File: config.mk
export PLATFORM = sky130hd
export DESIGN_NAME = bus_arbiter
export DESIGN_NICKNAME = d
export VERILOG_FILES = /design/src/rtl/bus_arbiter_pkg.sv /design/src/rtl/bus_arbiter_arb_pick.sv /design/src/rtl/bus_arbiter.sv
export SDC_FILE = /design/constraint.sdc
export NUM_CORES = 1
export LEC_CHECK = 0
export BUFFER_PORTS_ARGS = -buffer_cell sky130_fd_sc_hd__buf_4
export CAP_MARGIN = 25
export CORE_AREA = 4 4 192 194
export DETAILED_ROUTE_END_ITERATION = 10
export DIE_AREA = 0 0 196 198
export GPL_ROUTABILITY_DRIVEN = 1
export PLACE_DENSITY_LB_ADDON = 0.05
export RECOVER_POWER = 100
export SYNTH_ARGS = -nofsm -noshare
export SYNTH_HDL_FRONTEND = slang
export SYNTH_SLANG_ARGS = --single-unit
File: constraint.sdc
create_clock -name clk -period 5.9 [get_ports clk]
set_input_delay 1.77 -clock clk [delete_from_list [all_inputs] [get_ports clk]]
set_output_delay 1.77 -clock clk [all_outputs]
set_load 0.05 [all_outputs]
File: src/rtl/bus_arbiter_pkg.sv
// Shared types and defaults for the ibus/dbus memory-port arbiter.
package bus_arbiter_pkg;

    localparam int ARB_ADDR_W       = 64;
    localparam int ARB_DATA_W       = 64;
    localparam int STARVE_LIMIT_DEF = 4;

    // Bit positions inside the two-bit grant / exclude vectors.
    localparam int GNT_I = 0;
    localparam int GNT_D = 1;

    typedef enum logic [1:0] {
        IDLE   = 2'd0,
        BUSY_I = 2'd1,
        BUSY_D = 2'd2
    } arb_state_t;

    typedef struct packed {
        logic [ARB_ADDR_W-1:0]   addr;
        logic [ARB_DATA_W/8-1:0] strobe;
        logic [ARB_DATA_W-1:0]   wdata;
    } arb_req_t;

endpackage

File: src/rtl/bus_arbiter_arb_pick.sv
// Combinational priority pick: dbus first unless ibus has waited STARVE_LIMIT dbus grants.
module bus_arbiter_arb_pick
    import bus_arbiter_pkg::*;
#(
    parameter int STARVE_LIMIT = STARVE_LIMIT_DEF,
    parameter int CNT_W        = $clog2(STARVE_LIMIT + 1)
) (
    input  logic             i_valid,
    input  logic             d_valid,
    input  logic [CNT_W-1:0] starve_cnt,
    input  logic [1:0]       excl,
    output logic [1:0]       grant
);

    localparam logic [CNT_W-1:0] LIMIT_C = CNT_W'(STARVE_LIMIT);

    logic i_ok;
    logic d_ok;

    // A requester that just completed still holds valid this cycle, so it is masked out.
    assign i_ok = i_valid & ~excl[GNT_I];
    assign d_ok = d_valid & ~excl[GNT_D];

    always_comb begin
        grant = '0;
        if (d_ok && (!i_ok || (starve_cnt < LIMIT_C))) begin
            grant[GNT_D] = 1'b1;
        end else if (i_ok) begin
            grant[GNT_I] = 1'b1;
        end
    end

endmodule

File: src/rtl/bus_arbiter.sv
// Shares one memory port between ibus and dbus; latches the granted request until m_data_ok.
module bus_arbiter
    import bus_arbiter_pkg::*;
#(
    parameter int ADDR_W       = ARB_ADDR_W,
    parameter int DATA_W       = ARB_DATA_W,
    parameter int STARVE_LIMIT = STARVE_LIMIT_DEF
) (
    input  logic                clk,
    input  logic                reset,
    input  logic                i_valid,
    input  logic [ADDR_W-1:0]   i_addr,
    output logic                i_data_ok,
    output logic [31:0]         i_data,
    input  logic                d_valid,
    input  logic [ADDR_W-1:0]   d_addr,
    input  logic [DATA_W/8-1:0] d_strobe,
    input  logic [DATA_W-1:0]   d_wdata,
    output logic                d_data_ok,
    output logic [DATA_W-1:0]   d_rdata,
    output logic                m_valid,
    output logic [ADDR_W-1:0]   m_addr,
    output logic [DATA_W/8-1:0] m_strobe,
    output logic [DATA_W-1:0]   m_wdata,
    input  logic                m_data_ok,
    input  logic [DATA_W-1:0]   m_rdata
);

    localparam int               CNT_W   = $clog2(STARVE_LIMIT + 1);
    localparam logic [CNT_W-1:0] LIMIT_C = CNT_W'(STARVE_LIMIT);

    arb_state_t       state_q, state_d;
    arb_req_t         req_q, req_d;
    logic [CNT_W-1:0] starve_cnt_q, starve_cnt_d;
    logic             arb_en;
    logic [1:0]       excl;
    logic [1:0]       grant;

    bus_arbiter_arb_pick #(
        .STARVE_LIMIT (STARVE_LIMIT),
        .CNT_W        (CNT_W)
    ) u_pick (
        .i_valid    (i_valid),
        .d_valid    (d_valid),
        .starve_cnt (starve_cnt_q),
        .excl       (excl),
        .grant      (grant)
    );

    always_comb begin
        state_d      = state_q;
        req_d        = req_q;
        starve_cnt_d = starve_cnt_q;
        arb_en       = 1'b0;
        excl         = 2'b00;
        i_data_ok    = 1'b0;
        d_data_ok    = 1'b0;

        unique case (state_q)
            IDLE: arb_en = 1'b1;
            BUSY_I: begin
                if (m_data_ok) begin
                    i_data_ok   = 1'b1;
                    arb_en      = 1'b1;
                    excl[GNT_I] = 1'b1;
                end
            end
            BUSY_D: begin
                if (m_data_ok) begin
                    d_data_ok   = 1'b1;
                    arb_en      = 1'b1;
                    excl[GNT_D] = 1'b1;
                end
            end
            default: state_d = IDLE;
        endcase

        if (arb_en) begin
            if (grant[GNT_D]) begin
                state_d      = BUSY_D;
                req_d.addr   = d_addr;
                req_d.strobe = d_strobe;
                req_d.wdata  = d_wdata;
                if (i_valid && (starve_cnt_q != LIMIT_C)) begin
                    starve_cnt_d = starve_cnt_q + 1'b1;
                end
            end else if (grant[GNT_I]) begin
                state_d      = BUSY_I;
                req_d.addr   = i_addr;
                req_d.strobe = '0;
                req_d.wdata  = '0;
                starve_cnt_d = '0;
            end else begin
                state_d = IDLE;
            end
        end
    end

    always_ff @(posedge clk or negedge reset) begin
        if (!reset) begin
            state_q      <= IDLE;
            req_q        <= '0;
            starve_cnt_q <= '0;
        end else begin
            state_q      <= state_d;
            req_q        <= req_d;
            starve_cnt_q <= starve_cnt_d;
        end
    end

    assign m_valid  = (state_q != IDLE);
    assign m_addr   = req_q.addr;
    assign m_strobe = req_q.strobe;
    assign m_wdata  = req_q.wdata;

    // Fetches are 32-bit; address bit 2 selects the word within the 64-bit beat.
    assign i_data  = req_q.addr[2] ? m_rdata[63:32] : m_rdata[31:0];
    assign d_rdata = m_rdata;

endmodule

==> results.ini <==
[cells_and_area]
fin_cells=1476
nNetsFinal=1278
final_core_util_pct=28.6
drive_above_1_share_pct=32.8
areaGrowthSynthToFinish_pct=49.9

[critical_path]
path_class=reg -> out
cp-start-kind=flip-flop
worst_ep_arrival_time_ps=3080
r2r_end=m_addr[23]
reg2reg_slack_ps=1990
ff2ff_path_depth=7
r2r-start=state_q[1]
path_max_fanout=33
end_kind=output port
required_ps=4130

[timing]
clock.fmax_mhz=206
rsz0062_at_grt=no
final.setup.worst_slack_ps=1050
setup_tns_ps=0
finalCritPeriodShare_pct=82.2
finClkSkew_ps=10.9
finalCriticalPeriod_ps=4850
finalHoldViolCount=0
slew_headroom_pct=-61.6
worst_pin_slew_ps=2420
slew_violations=213
finalSetupViolCount=0

[synth]
async_flop_share_pct=100
seq_area_frac_synth_pct=52.6
synth-seq-cells=141
synth.avg_cell_area_um2=11.6
synth.area.top_cells=dfrtp_1 53%, mux2i_1 9.8%, a22o_1 9.5%
ys_types=23
synth_edf_count=0
synth_ff_type=dfrtp_1
synth_cells=578
synth_largest_area_cell=dfrtp_1
synth_top_cell_area_share_pct=52.6
synthTopCellsByCount=141 x dfrtp_1, 73 x a22o_1, 69 x buf_4, 66 x mux2i_1, 66 x nand2_1
yosysMostFrequentCell=dfrtp_1
syn_nets=853
yosysWarnings=0
synth_area_um2=6710

[floorplanning]
die_height_um=198
fp.coreArea_um2=35200
initial_utilization_pct=19.1
die_w_um=196
row_count=69
dieArea_um2=38800
io_pins=504

[route]
num_vias=5888
ant_nets=0
drc=0
dr.pass1.iters=4
drt_iter0_drc=174
routedWlPerCell_um=20.2
wl_um=29800
routed_via_density=3.99

[clock_network]
cts_buffer_depth=2
cts_buffers=17
post_cts_buffers=0
ctsHoldBuffers=0
cts.root.buffer_cell=clkbuf_16
cts_sinks=141
clk_pin_slew_ps=60
cts_tree=built
insertion_delay_ps=420
cts_resized=0
ctsHtreeMaxLevel=4

[job]
cap_violations=5

[power_and_ir_drop]
seq_power_share_pct=26.1
cell_internal_pwr_mw=2.72
powerDensity_nw_per_um2=597
p_sw_mw=3.28
p_leak_nw=4.83
p_comb_share_pct=57.5
p_sw_share_pct=54.7
peakVddDrop_v=0.000217
clockPowerShare_pct=16.4

[grt]
antenna_found_initial=3
grt_max_degree=104
grt_pass1_vias=6246
grt_pass1_wl_um=41600
gr-total-overflow=0
grtUsageTotal_pct=14.3

[status]
status=complete, but fails checks
violations=max-capacitance violations, max-slew violations

[placed_design]
routabilityCongestion=0.884
dp_hpwl_um=23700
port_buffers=503
place_inst=1445
place_ws_ps=1740

[min_path]
hold_path.class=reg -> reg
hold_end=m_addr[36]
min_path_cells=2
min_from=m_addr[36]

==> cell type report <==
cell class | count | area [um2]
clock inverter | 9 | 75.1
multi-input combinational | 326 | 2440
clock buffer | 19 | 443
fill | 3941 | 25200
inverter | 5 | 18.8
antenna | 3 | 7.51
timing repair buffer | 512 | 2970
tap | 461 | 577
sequential | 141 | 3530
==> metal layers <==
layer  track usage, %  up-vias  wire (um)
li1                 -     2835          -
met2             26.4      256      16000
met4             5.28        0        753
met3             5.58       25       2560
met1             14.7     2772      10500
met5                0        -          0
==> layout by cell type, fill, tap and decap left out, types with 2 or more instances in the layout <==
master / instances
a21bo_1: 2
o21ai_0: 64
a22o_1: 73
clkinvlp_4: 2
or3_1: 2
nand2_1: 66
mux2_2: 26
ha_1: 6
a21boi_0: 2
clkbuf_1: 235
mux2i_1: 66
inv_1: 5
clkbuf_16: 17
clkbuf_2: 2
dfrtp_1: 141
diode_2: 3
a21oi_1: 4
mux2_1: 6
clkinv_2: 6
buf_4: 275
and2_1: 3
nor2_1: 2
==> cells by family (layout without fill, tap and decap cells) <==
logic type,after synthesis,after routing,synth area share (%)
flip-flops,141,141,52.6
adder cells (fa/ha/maj),6,6,1.12
multiplexers,98,98,15.2
buffers and inverters,111,545,11.2
AO/OA/AOI/OAI,149,149,15.6
other,0,3,0
AND/OR/NAND/NOR,73,73,4.31
==> worst max-delay path: stages (launching register included) <==
cell,delay (ps)
dfrtp_1,340
clkbuf_1,1390
mux2_2,380
clkbuf_1,540
==> power groups by stage <==
stage / registers, mW / clock network (mW) / logic, mW
CTS: 1.58 / 1.04 / 3.93
global placement: 1.59 / 0 / 3.94
floorplan: 2.88 / 0 / 1.36
detailed placement: 1.58 / 0 / 3.94
finish: 1.56 / 0.985 / 3.45
global route: 1.62 / 1.07 / 3.68
==> worst max path at each step <==
stage / from / cells after the start / endpoint
after floorplan: m_data_ok / 1 / i_data_ok
after global placement: m_rdata[45] / 3 / i_data[13]
after detailed placement: m_rdata[45] / 3 / i_data[13]
after CTS: m_rdata[45] / 3 / i_data[13]
after global routing: m_addr[2] / 3 / i_data[10]
final: m_addr[2] / 3 / i_data[14]
==> sequential cells by signal, indices dropped and copies added (netlist names) <==
signal	count
m_addr	64
m_wdata	64
m_strobe	8
starve_cnt_q	3
state_q	2
==> through the flow <==
step / hold WS [ps] / total power, mW / instance area [um2]
6_report: 476 / 6.00 / 10100
5_1_grt: 502 / 6.37 / 10100
4_1_cts: 485 / 6.54 / 11000
3_5_place_dp: 471 / 5.52 / 10400
3_3_place_gp: 465 / 5.53 / 10400
2_1_floorplan: 487 / 4.23 / 6710
Power figures use the tool's default switching activity.
